File: config.mk
export PLATFORM = sky130hd
export DESIGN_NAME = pipe_trace_buffer
export DESIGN_NICKNAME = d
export VERILOG_FILES = /design/src/rtl/pipe_trace_buffer.sv
export SDC_FILE = /design/constraint.sdc
export NUM_CORES = 1
export LEC_CHECK = 0
export BUFFER_PORTS_ARGS = -buffer_cell sky130_fd_sc_hd__buf_2
export CORE_UTILIZATION = 50
export DETAILED_ROUTE_END_ITERATION = 8
export PLACE_DENSITY = 0.67
export SYNTH_ARGS = -nofsm -noshare
export SYNTH_HDL_FRONTEND = slang
export SYNTH_SLANG_ARGS = --single-unit
File: constraint.sdc
create_clock -name clk -period 24.7 [get_ports clk]
set_clock_uncertainty 0.05 [all_clocks]
set_input_delay 2.47 -clock clk [delete_from_list [all_inputs] [get_ports clk]]
set_output_delay 2.47 -clock clk [all_outputs]
set_load 0.005 [all_outputs]
File: src/rtl/pipe_trace_buffer.sv
// pipe_trace_buffer: trigger-and-capture trace unit for the 16-bit pipelined CPU.
// It records NUM_CH stage buses into a circular buffer on each qualified cycle.
// Capture stops a programmable number of samples after a masked-compare trigger.
// The capture is then drained oldest-first over a valid/ready port.
// Optional feature macro: PIPE_TRACE_TIMESTAMP_EN. When it is defined, a 16-bit
// cycle stamp is stored with every sample and presented on rd_ts.
module pipe_trace_buffer #(
   parameter int DATA_W = 16,
   parameter int NUM_CH = 4,
   parameter int DEPTH  = 16,
   parameter int AW     = $clog2(DEPTH),
   parameter int SW     = (NUM_CH > 1) ? $clog2(NUM_CH) : 1
) (
   input  logic                     clk,
   input  logic                     reset_n,
   input  logic                     sample_en,
   input  logic [NUM_CH*DATA_W-1:0] ch_data,
   input  logic                     arm,
   input  logic                     abort,
   input  logic [SW-1:0]            trig_ch,
   input  logic [DATA_W-1:0]        trig_value,
   input  logic [DATA_W-1:0]        trig_mask,
   input  logic [AW-1:0]            post_count,
   output logic                     rd_valid,
   input  logic                     rd_ready,
   output logic [NUM_CH*DATA_W-1:0] rd_data,
   output logic                     rd_last,
   output logic [1:0]               state,
   output logic [AW:0]              fill
`ifdef PIPE_TRACE_TIMESTAMP_EN
   ,
   output logic [15:0]              rd_ts
`endif
);

   localparam int CW = NUM_CH * DATA_W;
`ifdef PIPE_TRACE_TIMESTAMP_EN
   localparam int TS_W = 16;
`else
   localparam int TS_W = 0;
`endif
   localparam int MEM_W = CW + TS_W;

   localparam logic [AW:0] DEPTH_L  = (AW+1)'(DEPTH);
   localparam logic [AW:0] FILL_ONE = (AW+1)'(1);
   localparam logic [AW-1:0] PTR_ONE = AW'(1);
   localparam logic [SW:0] NUM_CH_L = (SW+1)'(NUM_CH);

   typedef enum logic [1:0] {
      ST_IDLE = 2'b00,
      ST_PRE  = 2'b01,
      ST_POST = 2'b10,
      ST_READ = 2'b11
   } state_t;

   state_t            state_reg, state_next;
   logic [AW-1:0]     wr_ptr_reg, wr_ptr_next;
   logic [AW-1:0]     rd_ptr_reg, rd_ptr_next;
   logic [AW:0]       fill_reg, fill_next;
   logic [AW-1:0]     remain_reg, remain_next;
   logic [MEM_W-1:0]  mem [DEPTH];
   logic [MEM_W-1:0]  rd_q_reg;
   logic [MEM_W-1:0]  wr_word;
   logic              wr_en;
   logic              trig_ch_ok;
   logic              trig_hit;
   logic [DATA_W-1:0] trig_sel;
   logic [DATA_W-1:0] ch_word [NUM_CH];

   // Split the packed channel bus into one word per channel.
   for (genvar gi = 0; gi < NUM_CH; gi++) begin : g_ch
      assign ch_word[gi] = ch_data[gi*DATA_W +: DATA_W];
   end

   // A channel index beyond NUM_CH must never fire, so it is screened before the compare.
   assign trig_ch_ok = ({1'b0, trig_ch} < NUM_CH_L);
   assign trig_sel   = trig_ch_ok ? ch_word[trig_ch] : '0;
   assign trig_hit   = sample_en && trig_ch_ok &&
                       (((trig_sel ^ trig_value) & trig_mask) == '0);

   // Samples are written only while capturing; abort suppresses the write.
   assign wr_en = sample_en && !abort &&
                  ((state_reg == ST_PRE) || (state_reg == ST_POST));

`ifdef PIPE_TRACE_TIMESTAMP_EN
   logic [15:0] ts_reg;

   // Free-running cycle stamp that is stored beside every sample.
   always_ff @(posedge clk or negedge reset_n) begin
      if (!reset_n) ts_reg <= '0;
      else          ts_reg <= ts_reg + 16'd1;
   end

   assign wr_word = {ts_reg, ch_data};
`else
   assign wr_word = ch_data;
`endif

   // State register.
   always_ff @(posedge clk or negedge reset_n) begin
      if (!reset_n) state_reg <= ST_IDLE;
      else          state_reg <= state_next;
   end

   // Next-state logic; abort wins over every other event, including arm.
   always_comb begin
      state_next = state_reg;
      if (abort) begin
         state_next = ST_IDLE;
      end else begin
         case (state_reg)
            ST_IDLE: if (arm) state_next = ST_PRE;
            ST_PRE:  if (trig_hit) state_next = (remain_reg == '0) ? ST_READ : ST_POST;
            ST_POST: if (sample_en && (remain_reg == PTR_ONE)) state_next = ST_READ;
            ST_READ: if (rd_ready && (fill_reg == FILL_ONE)) state_next = ST_IDLE;
            default: state_next = ST_IDLE;
         endcase
      end
   end

   // Pointer, fill and post-trigger countdown updates.
   always_comb begin
      wr_ptr_next = wr_ptr_reg;
      rd_ptr_next = rd_ptr_reg;
      fill_next   = fill_reg;
      remain_next = remain_reg;
      if (abort) begin
         fill_next = '0;
      end else begin
         case (state_reg)
            ST_IDLE: begin
               if (arm) begin
                  wr_ptr_next = '0;
                  fill_next   = '0;
                  remain_next = post_count;
               end
            end
            ST_PRE, ST_POST: begin
               if (wr_en) begin
                  wr_ptr_next = wr_ptr_reg + PTR_ONE;
                  fill_next   = (fill_reg == DEPTH_L) ? fill_reg : fill_reg + FILL_ONE;
                  if (state_reg == ST_POST) remain_next = remain_reg - PTR_ONE;
               end
            end
            ST_READ: begin
               // rd_valid is always high here, so rd_ready alone means accept.
               if (rd_ready) begin
                  rd_ptr_next = rd_ptr_reg + PTR_ONE;
                  fill_next   = fill_reg - FILL_ONE;
               end
            end
            default: ;
         endcase
         // On entry to READ, point at the oldest entry: wr_ptr once the ring has wrapped.
         if ((state_next == ST_READ) && (state_reg != ST_READ))
            rd_ptr_next = (fill_next == DEPTH_L) ? wr_ptr_next : '0;
      end
   end

   // Datapath registers.
   always_ff @(posedge clk or negedge reset_n) begin
      if (!reset_n) begin
         wr_ptr_reg <= '0;
         rd_ptr_reg <= '0;
         fill_reg   <= '0;
         remain_reg <= '0;
      end else begin
         wr_ptr_reg <= wr_ptr_next;
         rd_ptr_reg <= rd_ptr_next;
         fill_reg   <= fill_next;
         remain_reg <= remain_next;
      end
   end

   // Sample RAM with a registered write-first read. The read is addressed by the
   // next read pointer, so rd_q_reg already holds the entry rd_ptr will point at.
   // The bypass covers a single-entry capture whose only sample is written on the
   // same edge that enters READ.
   always_ff @(posedge clk) begin
      if (wr_en) mem[wr_ptr_reg] <= wr_word;
      rd_q_reg <= (wr_en && (wr_ptr_reg == rd_ptr_next)) ? wr_word : mem[rd_ptr_next];
   end

   // Outputs; read-side data is forced to zero whenever nothing is being offered.
   always_comb begin
      rd_valid = (state_reg == ST_READ);
      rd_last  = rd_valid && (fill_reg == FILL_ONE);
      rd_data  = rd_valid ? rd_q_reg[CW-1:0] : '0;
`ifdef PIPE_TRACE_TIMESTAMP_EN
      rd_ts    = rd_valid ? rd_q_reg[MEM_W-1 -: 16] : '0;
`endif
      state    = state_reg;
      fill     = fill_reg;
   end

endmodule

==> flow_summary.yaml, run 1 <==
clocking:
  clk_latency_ns: 0.66
  clk_pin_slew_ns: 0.06
  ctsResizeCount: 0
  htreeDepth: 3
  cts_root_buf: "clkbuf_16"
  post-cts-setup-buffers: 0
  cts_tree: "done"
  cts_buffers: 105
  cts_max_path_buffers: 3
  ctsHoldBuffers: 0
  cts_sinks: 1047
power:
  swShare: 0.214
  p_sw_w: 0.000813
  vdd_drop_max_v: 0.0000531
  clock_power_share: 0.415
  p_leak_nw: 15.7
  p_per_area_mw_per_mm2: 81.0
  combPwrFrac: 0.060
  seq_power_share: 0.525
  p_int_w: 0.00299
worst_hold_path:
  hp-class: "reg -> reg"
  hp-start: "rd_ptr_reg[3]"
  min_delay_path_depth: 2
routing:
  drtIter0Drc: 2381
  num_vias: 20149
  wire_per_inst_microns: 31.7
  route.detailed.drc: 0
  drt-vias-per-instance: 6.31
  ant_nets: 0
  dr.pass1.iters: 5
  drt_wl_total_mm: 101
synthesis:
  synth-seq-area-share: 0.756
  ys_ff_latch: 1047
  syn_area_per_cell_sq_um: 22.8
  synth_edf_count: 1024
  synth_nets: 1939
  mappedNetlistArea_sq_mm: 0.0414
  ys.warnings.count: 0
  synthCells: 1815
  async_reset_ff_frac: 0.0181
  ys.flop_type: "edfxtp_1"
  yosysUniqueCellTypes: 61
timing:
  finalMaxSlewViolations: 0
  max_freq_mhz: 142
  rsz0062_at_grt: "no"
  fin_crit_sh: 0.285
  tightestPinTransition_ns: 1.17
  setup_violations: 0
  period_needed_ns: 7.04
  slew_headroom: 0.220
  finalSetupTns_ns: 0
  finalHoldViolations: 0
job:
  drv_cap: 0
floorplan:
  die_w_microns: 290
  start_util: 0.505
  die_h_microns: 290
  core-area_sq_mm: 0.0820
  num_io_pins: 181
  die_area_sq_mm: 0.0840
  num_rows: 105
run_status:
  status: "finished, final reports clean"
worst_setup_path:
  setup.worst_path.start_class: "register"
  r2r_setup_slack_ns: 20.59
  r2r-end: "mem[10][40]"
  critPathKind: "reg -> out"
  worstPathRequired_ns: 22.18
  cp_data_arrival_time_ns: 4.52
  worst_setup_path_end_kind: "primary output"
  ff2ff_path_depth: 6
  critPathMaxFanout: 119
  timing.rr.start: "state[0]"
grt:
  grt_pass1_vias: 20645
  grt_antenna_before_repair: 25
  track_usage: 0.246
  grt_max_degree: 165
  grt.overflow.total: 0
  grt_pass1_wl_mm: 145
place:
  placement.cell_area_sq_mm: 0.0436
  routabilityCongestion: 0.847
  dpl.hpwl_mm: 55.2
  port_buffers: 180
final_layout:
  layout-drive-gt1-share: 0.335
  stdcell_area_sq_mm: 0.0470
  nets: 2157
  synthToLayoutAreaGrowth_pct: 13.5
  largest_reg_flops: 1024
==> synth_stat cells (3+ instances only) <==
cell type / n / area share
nand3_1: 18 / 0.0022
nor2b_1: 5 / 0.00076
o211ai_1: 3 / 0.00054
a31oi_1: 4 / 0.00060
xor2_1: 4 / 0.00085
nor2_1: 15 / 0.0014
buf_1: 22 / 0.0020
and3_1: 3 / 0.00045
nor3_1: 8 / 0.00097
a21oi_1: 11 / 0.0013
mux4_2: 323 / 0.18
or3_1: 4 / 0.00060
xnor2_1: 16 / 0.0034
nand2b_1: 3 / 0.00045
and2_1: 81 / 0.012
o21ai_0: 15 / 0.0018
nand3b_1: 8 / 0.0015
a22oi_1: 6 / 0.0011
nand2_1: 21 / 0.0019
inv_1: 19 / 0.0017
o22ai_1: 4 / 0.00060
dfrtp_1: 19 / 0.011
edfxtp_1: 1024 / 0.74
mux2i_1: 39 / 0.0094
dfxtp_1: 4 / 0.0019
clkbuf_1: 70 / 0.0063
a22o_1: 3 / 0.00063
ha_1: 16 / 0.0048
mux2_2: 4 / 0.0011
==> layer usage <==
layer	up-vias	GRT usage	share of wire
met5	-	0	0.0019
met4	36	0.0605	0.021
met3	184	0.0586	0.092
met2	925	0.387	0.48
met1	10849	0.351	0.40
li1	8155	-	-
==> area by class of cell <==
cell class	instances	area, sq um
fillers	5928	35000
flip-flops and latches	1047	31300
multi-input cells	653	9710
clock buffers	129	2830
well taps	1070	1340
repair buffers	207	1130
clock inverters	62	576
inverters	19	71.3
diodes	6	15.0
==> how the worst max path moves through the flow <==
stage          depth (start not counted)  startpoint     endpoint  slack (ns)
2_1_floorplan                          3       abort    mem[3][0]       15.06
3_3_place_gp                           6    register  rd_data[44]       18.19
3_5_place_dp                           6    register  rd_data[44]       18.14
4_1_cts                                6    register  rd_data[44]       17.41
5_1_grt                                6    register  rd_data[44]       17.25
6_report                               6    register  rd_data[27]       17.66
==> critical path, cell delays in order (launching register included) <==
cell,delay (ns)
dfxtp_4,0.73
buf_12,0.77
buf_4,0.79
mux4_2,0.61
mux4_2,0.47
and2_1,0.19
buf_2,0.14
==> cells in the final DEF (no fill, tap or decap), drive strengths merged, types with 5 or more instances in the layout <==
| master | Yosys | layout |
|---|---|---|
| edfxtp | 1024 | 1024 |
| a22oi | 6 | 6 |
| mux2i | 39 | 39 |
| nor2 | 15 | 15 |
| clkbuf | 70 | 129 |
| nand3b | 8 | 8 |
| nand3 | 18 | 18 |
| buf | 26 | 207 |
| diode | 0 | 6 |
| a21oi | 11 | 11 |
| xnor2 | 16 | 16 |
| ha | 16 | 16 |
| nor2b | 5 | 5 |
| o21ai | 15 | 15 |
| inv | 19 | 22 |
| and2 | 82 | 82 |
| nor3 | 8 | 8 |
| mux4 | 323 | 323 |
| dfrtp | 19 | 19 |
| nand2 | 21 | 21 |
| clkinv | 0 | 46 |
| bufinv | 0 | 11 |
==> through the flow <==
step           setup WS, ns   util  power [W]  cells  hold WS [ns]
3_3_place_gp          18.19  0.531    0.00226   2996         0.527
5_1_grt               17.25  0.573    0.00391   3189         0.582
2_1_floorplan         15.06      -    0.00216   1815         0.495
6_report              17.66  0.573    0.00380   3193         0.566
3_5_place_dp          18.14  0.531    0.00226   2996         0.546
4_1_cts               17.41  0.573    0.00383   3187         0.563
==> cells by family (layout without fill, tap and decap cells) <==
| group | after synthesis | count (layout) | synth area share |
|---|---|---|---|
| compound gates | 72 | 72 | 0.0125 |
| flops | 1047 | 1047 | 0.756 |
| xor+xnor | 20 | 20 | 0.00423 |
| other cells | 0 | 6 | 0 |
| mux | 366 | 366 | 0.186 |
| fa+ha+maj | 16 | 16 | 0.00483 |
| buf+inv | 115 | 417 | 0.0108 |
| simple gates | 179 | 179 | 0.0254 |
==> power by group through the flow <==
stage	Sequential (W)	Combinational (W)	Clock, W
final	0.00200	0.000227	0.00158
after detailed placement	0.00204	0.000227	0
after floorplan	0.00202	0.000143	0
after global routing	0.00200	0.000241	0.00167
after CTS	0.00200	0.000227	0.00160
after global placement	0.00204	0.000221	0
Note: power is estimated with default switching activity, not from simulation.
==> inputs of run 2 (changes only) <==
clock period = 6.65 ns   (was 24.7 ns; I/O delays follow)
==> run 2 against run 1 <==
Clock power rose to 3.7 times the previous value; sequential share of layout area decreased by 0.089 points; highest routed layer unchanged; final cell count grew 0.60%; power increased to 3.7 times the previous value; die area did not move.
==> flow_summary.yaml, run 2 (synthesized netlist as in run 1, its figures left out) <==
grt:
  track_usage: 0.242
  grt_max_degree: 101
  grt_antenna_before_repair: 36
  grt_pass1_vias: 20565
  grt_pass1_wl_mm: 142
  grt.overflow.total: 0
power:
  vdd_drop_max_v: 0.000217
  p_leak_nw: 15.7
  p_per_area_mw_per_mm2: 299
  power_w: 0.0141
final_layout:
  synthToLayoutAreaGrowth_pct: 13.6
  nets: 2161
  register_area_sq_mm: 0.0313
  multiInputGateArea_sq_mm: 0.00972
  mostFrequentLayoutCells: "edfxtp_1 (1024), mux4_2 (323), buf_2 (180)"
  largest_reg_flops: 1024
  layout-drive-gt1-share: 0.336
  fillers: 5999
  final_common_cell: "edfxtp_1"
clocking:
  htreeDepth: 3
  clk_latency_ns: 0.67
  ctsResizeCount: 0
  ctsHoldBuffers: 1
  cts_root_buf: "clkbuf_16"
  post-cts-setup-buffers: 0
  clk_pin_slew_ns: 0.06
  cts_max_path_buffers: 3
  cts_sinks: 1047
  cts_tree: "done"
  cts_buffers: 106
routing:
  drt-vias-per-instance: 6.26
  ant_nets: 0
  num_vias: 20120
  drtIter0Drc: 2340
  drt_wl_total_mm: 99.6
  dr.pass1.iters: 5
  route.detailed.drc: 0
  wire_per_inst_microns: 31.0
worst_setup_path:
  critPathKind: "reg -> out"
  critPathMaxFanout: 68
  cp_data_arrival_time_ns: 3.66
  setup.worst_path.start_class: "register"
  critPathMostFrequentCell: "mux4_2"
  worstPathRequired_ns: 5.93
  critPathSlowestCell: "dfxtp_4"
  path_cells: "buf_12 > mux4_2 > mux4_2 > and2_1 > buf_2"
  slowest_delay_ns: 0.89
  worst_setup_path_end_kind: "primary output"
place:
  port_buffers: 180
  dpl.hpwl_mm: 54.9
  routabilityCongestion: 0.870
timing:
  slew_headroom: 0.168
  period_needed_ns: 4.38
  fin_crit_sh: 0.658
  max_freq_mhz: 229
  whs_ns: 0.258
  setup_violations: 0
  finalHoldViolations: 0
  tightestPinTransition_ns: 1.22
  finalMaxSlewViolations: 0
  finalSetupTns_ns: 0
  rsz0062_at_grt: "no"
job:
  drv_cap: 0
floorplan:
  core-area_sq_mm: 0.0820
  die_w_microns: 290
  num_io_pins: 181
  die_area_sq_mm: 0.0840
  die_h_microns: 290
  num_rows: 105
  start_util: 0.505
run_status:
  status: "finished, final reports clean"
worst_hold_path:
  hp-class: "in -> reg"
## run 2: cell count changes in the layout (fill, tap and decap cells not counted), moves of 2 or more
cell	change
clkbuf_8	-2
clkbuf_1	+4
buf_12	+3
diode_2	+10
bufinv_16	-2
clkinv_2	+4
## run 2: worst paths after layout
kind,slack [ns],cells after the start,end,start
setup / recovery,2.27,5,rd_data[27],register
hold / removal,0.26,3,remain_reg[3],post_count[3]
setup reg to reg,2.70,6,mem[10][41],state[0]
hold reg to reg,0.56,2,register,rd_ptr_reg[3]
max in group asynchronous,5.78,2,remain_reg[3],reset_n
min in group asynchronous,0.44,2,remain_reg[1],reset_n
## run 2: layer usage
layer	vias to the layer above	GRT usage	routed length (microns)
met5	-	0	230
met4	36	0.0665	1930
met3	172	0.0681	10400
met2	962	0.375	47900
met1	10766	0.340	39200
li1	8184	-	-
## run 2: layout make-up
cell class              count  share of cell area
repair buffers            210              0.0253
multi-input cells         653               0.207
well taps                1070              0.0285
diodes                     16            0.000851
clock buffers             130              0.0594
inverters                  19             0.00152
clock inverters            67              0.0123
flip-flops and latches   1047               0.666
## run 2: metrics by stage
step           cell area, sq um   util  setup slack (ns)  std cells
4_1_cts                   47000  0.574              2.17       3196
6_report                  47100  0.574              2.27       3212
2_1_floorplan             41400      -              1.39       1815
3_5_place_dp              43600  0.532              2.44       2998
3_3_place_gp              43600  0.532              2.57       2998
5_1_grt                   47000  0.574              2.07       3198
## run 2: critical path, delay by kind of cell, from the launching register on
kind / cells / cell delay [ns]
muxes: 2 / 1.08
buffers and inverters: 2 / 0.68
and+or+nand+nor: 1 / 0.25
DFF: 1 / 0.89
## run 2: power breakdown
| part | switching (W) | internal [W] | total, W | leakage (nW) |
|---|---|---|---|---|
| combinational | 0.000485 | 0.000355 | 0.000840 | 4.60 |
| clock | 0.00244 | 0.00333 | 0.00577 | 1.66 |
| sequential | 0.000116 | 0.00732 | 0.00744 | 9.47 |
| total | 0.00304 | 0.0110 | 0.0141 | 15.7 |
